File: src/rtl/if_id_queue.sv
// ============================================================================
// Module   : if_id_queue
// Brief    : Instruction fetch queue between fetch and decode. A small FIFO of
//            (pc, instruction) pairs with valid/ready on both sides and flush.
// Revision : 1.0 - initial release
// ============================================================================
`default_nettype none

module if_id_queue #(
    parameter int          DEPTH    = 4,
    parameter int          AW       = 2,
    parameter logic [31:0] NOP_INST = 32'h0000_0000
) (
    input  logic          clk,
    input  logic          rst,
    // fetch side
    input  logic          in_valid,
    input  logic [31:0]   in_pc,
    input  logic [31:0]   in_inst,
    output logic          in_ready,
    // redirect
    input  logic          flush,
    // decode side
    output logic          id_valid,
    output logic [31:0]   id_pc,
    output logic [31:0]   id_inst,
    input  logic          id_ready,
    output logic [AW:0]   count
);

    // Storage carries no reset: contents are only observed through valid entries.
    logic [31:0] r_pc_mem   [DEPTH];
    logic [31:0] r_inst_mem [DEPTH];

    logic [AW:0] r_rd_ptr;
    logic [AW:0] r_wr_ptr;

    logic        w_empty;
    logic        w_full;
    logic        w_push;
    logic        w_pop;

    assign w_empty = (r_rd_ptr == r_wr_ptr);
    assign w_full  = (r_rd_ptr[AW-1:0] == r_wr_ptr[AW-1:0]) &&
                     (r_rd_ptr[AW] != r_wr_ptr[AW]);

    // Full blocks pushes even when a pop happens on the same edge.
    assign w_push  = in_valid & ~w_full & ~flush;
    assign w_pop   = ~w_empty & id_ready & ~flush;

    assign in_ready = ~w_full;
    assign id_valid = ~w_empty;
    assign id_pc    = w_empty ? 32'h0000_0000 : r_pc_mem[r_rd_ptr[AW-1:0]];
    assign id_inst  = w_empty ? NOP_INST      : r_inst_mem[r_rd_ptr[AW-1:0]];
    assign count    = r_wr_ptr - r_rd_ptr;

    always_ff @(posedge clk) begin
        if (w_push) begin
            r_pc_mem[r_wr_ptr[AW-1:0]]   <= in_pc;
            r_inst_mem[r_wr_ptr[AW-1:0]] <= in_inst;
        end
    end

    always_ff @(posedge clk or posedge rst) begin
        if (rst) begin
            r_rd_ptr <= '0;
            r_wr_ptr <= '0;
        end else if (flush) begin
            // Everything queued is wrong-path: drop it by catching up the read side.
            r_rd_ptr <= r_wr_ptr;
        end else begin
            if (w_push) r_wr_ptr <= r_wr_ptr + 1'b1;
            if (w_pop)  r_rd_ptr <= r_rd_ptr + 1'b1;
        end
    end

endmodule

`default_nettype wire

File: config.mk
export PLATFORM = sky130hd
export DESIGN_NAME = if_id_queue
export DESIGN_NICKNAME = d
export VERILOG_FILES = /design/src/rtl/if_id_queue.sv
export SDC_FILE = /design/constraint.sdc
export NUM_CORES = 1
export LEC_CHECK = 0
export CAP_MARGIN = 20
export CORE_ASPECT_RATIO = 1.2
export CORE_MARGIN = 2
export CORE_UTILIZATION = 49
export DETAILED_ROUTE_END_ITERATION = 8
export PLACE_DENSITY = 0.75
export SETUP_SLACK_MARGIN = 0.02
export SLEW_MARGIN = 10
export SYNTH_ARGS = -nofsm -noshare
export SYNTH_HDL_FRONTEND = slang
export SYNTH_SLANG_ARGS = --single-unit
File: constraint.sdc
create_clock -name clk -period 6.6 [get_ports clk]
set_input_delay 1.98 -clock clk [delete_from_list [all_inputs] [get_ports clk]]
set_output_delay 1.98 -clock clk [all_outputs]
set_load 0.01 [all_outputs]
==> flow_summary.yaml <==
worst_setup_path:
  worstSetupPathType: "register to primary output"
  ff2ff_path_depth: 4
  timing.critical_path.cells: "ha_1 -> nand2_1 -> nor2_4 -> buf_12 -> nor2b_1 -> clkdlybuf4s50_1"
  critical_path_arrival_ns: 2.94
  critical-path-slowest-cell: "dfrtp_4"
  r2r_end: "r_pc_mem[1][30]"
  worst_ep_required_time_ns: 4.62
  cp_max_stage_delay_ns: 0.59
  timing.rr.start: "r_rd_ptr[0]"
  timing.critical_path.from_type: "register"
  worst-path-max-fanout: 55
  regToRegSetupSlack_ns: 3.53
  worst_setup_path_end_kind: "primary output"
logic_synthesis:
  synth_top_cell_by_area: "edfxtp_1"
  yosys-top-cells-area: "edfxtp_1, mux4_2, nor2b_1, dfrtp_1, ha_1"
  synth_cell_types: 30
  postSynth.topFlopCell: "edfxtp_1"
  postSynthCellCount: 465
  yosysSeqAreaShare_pct: 77.1
  synth.top_cell.area_share_pct: 75.6
  ys_warn_count: 0
  mappedNetlistNets: 542
  synthMostInstantiatedCell: "edfxtp_1"
  yosys_register_bits: 262
  async_reset_ff_share_pct: 2.29
  number_of_enable_flip_flop_cells_after_synthesis: 256
  synth.avg_cell_area_sq_um: 21.9
  netlist_area_sq_um: 10200
  synthTopCellsByCount: "edfxtp_1, nor2b_1, mux4_2"
clock_tree:
  cts_buffer_depth: 3
  clkTransAtPathRegs_ns: 0.06
  cts_inserted_buffers: 25
  cts_root_buf: "clkbuf_16"
  post_cts.repair.setup_buffers: 0
  cts_htree_levels: 1
  postCtsHoldBufs: 0
  cts_num_sinks: 262
  tritoncts: "built"
  ctsResizeCount: 0
  clk-insertion-delay-late_ns: 0.52
global_routing:
  grt_start_max_net_pins: 68
  first_global_vias: 5279
  global_route.overflow_total: 0
  overall_global_routing_usage_pct: 17.7
  antenna_violations_before_repair: 0
  grt_pass1_wl_mm: 29.6
sta:
  final_period_minus_worst_setup_slack_ns: 4.92
  timing.final.max_slew_violations: 0
  fin_tns_setup_ns: 0
  fin_worst_skew_ns: 0.0130
  grt_setup_unrepaired: "no"
  setup_violators_final: 0
  clock.fmax_mhz: 203
  post-route-period-util_pct: 74.5
  report.final.hold_viol_count: 0
  worst-slew-pin-transition_ns: 0.996
  timing.slew.headroom_pct: 33.6
floorplanning:
  cell_rows: 57
  effective_utilization_at_floorplan_pct: 50.0
  die_y_um: 162
  io_pins: 138
  dieArea_sq_um: 21900
  fp.coreArea_sq_um: 20300
  die_w_um: 136
finish:
  ant_diodes: 0
  fillCellCount: 1396
  finish.net_count: 688
  flow.area_growth_from_synthesis_pct: 25.3
  layout_cells_sized_above_1_pct: 18.9
  final_std_cell_area_no_fill_sq_um: 12700
hold_path:
  timing.hold.worst_endpoint: "r_wr_ptr[2]"
  worstHoldStart: "r_wr_ptr[2]"
  hold_path_depth: 1
  min-delay-path-class: "register to register"
place:
  finalWeightedCongestion: 0.765
  place.port_buffers: 137
  dp_hpwl_mm: 10.8
  postPlaceCellArea_sq_um: 11900
job:
  drv.max_cap_violation_count: 0
power_and_ir_drop:
  vdd_ir_drop_max_mv: 0.261
  cellPowerDensity_nw_per_um2: 476
  power.leakage_nw: 4.14
route:
  drt_pass1_iterations: 4
  antenna_violating_nets_post_route: 0
  route.final.wire_length_mm: 18.9
  wl_per_cell_um: 21.1
  detail_route.vias_per_cell: 5.44
  initialDrtViolationCount: 344
  dr_total_vias: 4859
  route.detailed.drc: 0
outcome:
  status: "finished clean"
==> worst max path at each step <==
| stage | startpoint | endpoint | slack (ns) | depth (start not counted) |
|---|---|---|---|---|
| after global routing | r_rd_ptr[0] | id_inst[26] | 1.49 | 4 |
| after CTS | r_rd_ptr[0] | id_inst[26] | 1.58 | 4 |
| after detailed placement | flush | r_inst_mem[1][21] | 2.04 | 4 |
| after global placement | r_rd_ptr[0] | id_inst[26] | 2.15 | 4 |
| final | r_rd_ptr[0] | id_pc[7] | 1.68 | 6 |
| after floorplan | flush | r_inst_mem[3][0] | 1.09 | 3 |
==> sequential cells by signal (all words and copies together) (netlist names) <==
name / count
r_wr_ptr: 3
r_inst_mem: 128
r_rd_ptr: 3
r_pc_mem: 128
==> power by group <==
group          internal (mW)  total (mW)  switching [mW]
sequential              2.06        2.14          0.0793
combinational           1.30        2.39            1.10
clock                  0.933        1.53           0.597
total                   4.29        6.06            1.77
==> critical path, delay by kind of cell (launching register included) <==
kind                     cells  cell delay [ns]
flip-flops                   1             0.59
buffers and inverters        2             0.81
AND/OR/NAND/NOR              3             0.61
adder cells (fa/ha/maj)      1             0.40
==> layer usage <==
layer | part of all wire, % | vias to the layer above | global-route usage (%)
met5 | 0 | - | 0
li1 | - | 2162 | -
met1 | 40 | 2516 | 22.8
met3 | 5.0 | 34 | 2.81
met4 | 2.3 | 0 | 5.82
met2 | 52 | 147 | 31.2
==> stage by stage <==
stage	hold WS, ns	setup WS, ns	power, mW	utilization (%)	std cells
floorplan	0.545	1.09	3.46	-	465
global placement	0.564	2.15	4.55	58.3	849
detailed placement	0.583	2.04	4.60	58.3	849
CTS	0.594	1.58	6.15	62.7	894
global route	0.611	1.49	6.36	62.7	894
finish	0.599	1.68	6.06	62.7	894
==> cells in the final DEF, fill, tap and decap left out, types with 3 or more instances in the layout <==
master	synthesis	routed
nand3_1	5	5
ha_1	7	7
xnor2_1	3	3
dfrtp_1	6	4
inv_1	9	9
clkbuf_16	0	25
buf_4	5	3
mux4_2	64	64
nor2b_1	66	66
edfxtp_1	256	256
clkinvlp_4	0	4
and2_4	0	3
clkinv_2	0	3
clkdlybuf4s50_1	0	137
bufinv_16	0	6
nand2_1	4	4
==> kinds of logic (layout without fill, tap and decap cells) <==
logic type,Yosys count,count (layout),share of synthesized area (%)
muxes,65,65,14.3
and+or+nand+nor,84,84,4.95
xor gates and xnor gates,5,5,0.505
buffers and inverters,32,196,1.49
AOI/OAI and AO/OA,9,9,0.640
adders and majority gates,8,8,1.06
DFF,262,262,77.1
==> layout make-up <==
cell class                      count  area (sq um)  area share (%)
Sequential cell                   262          7850            61.6
Multi-Input combinational cell    171          2210            17.3
Timing Repair Buffer              142          1430            11.3
Clock buffer                       27           633            4.97
Tap cell                          265           332            2.60
Clock inverter                     18           259            2.03
Inverter                            9          33.8           0.265
No activity file was read; power rests on OpenSTA's default activity.
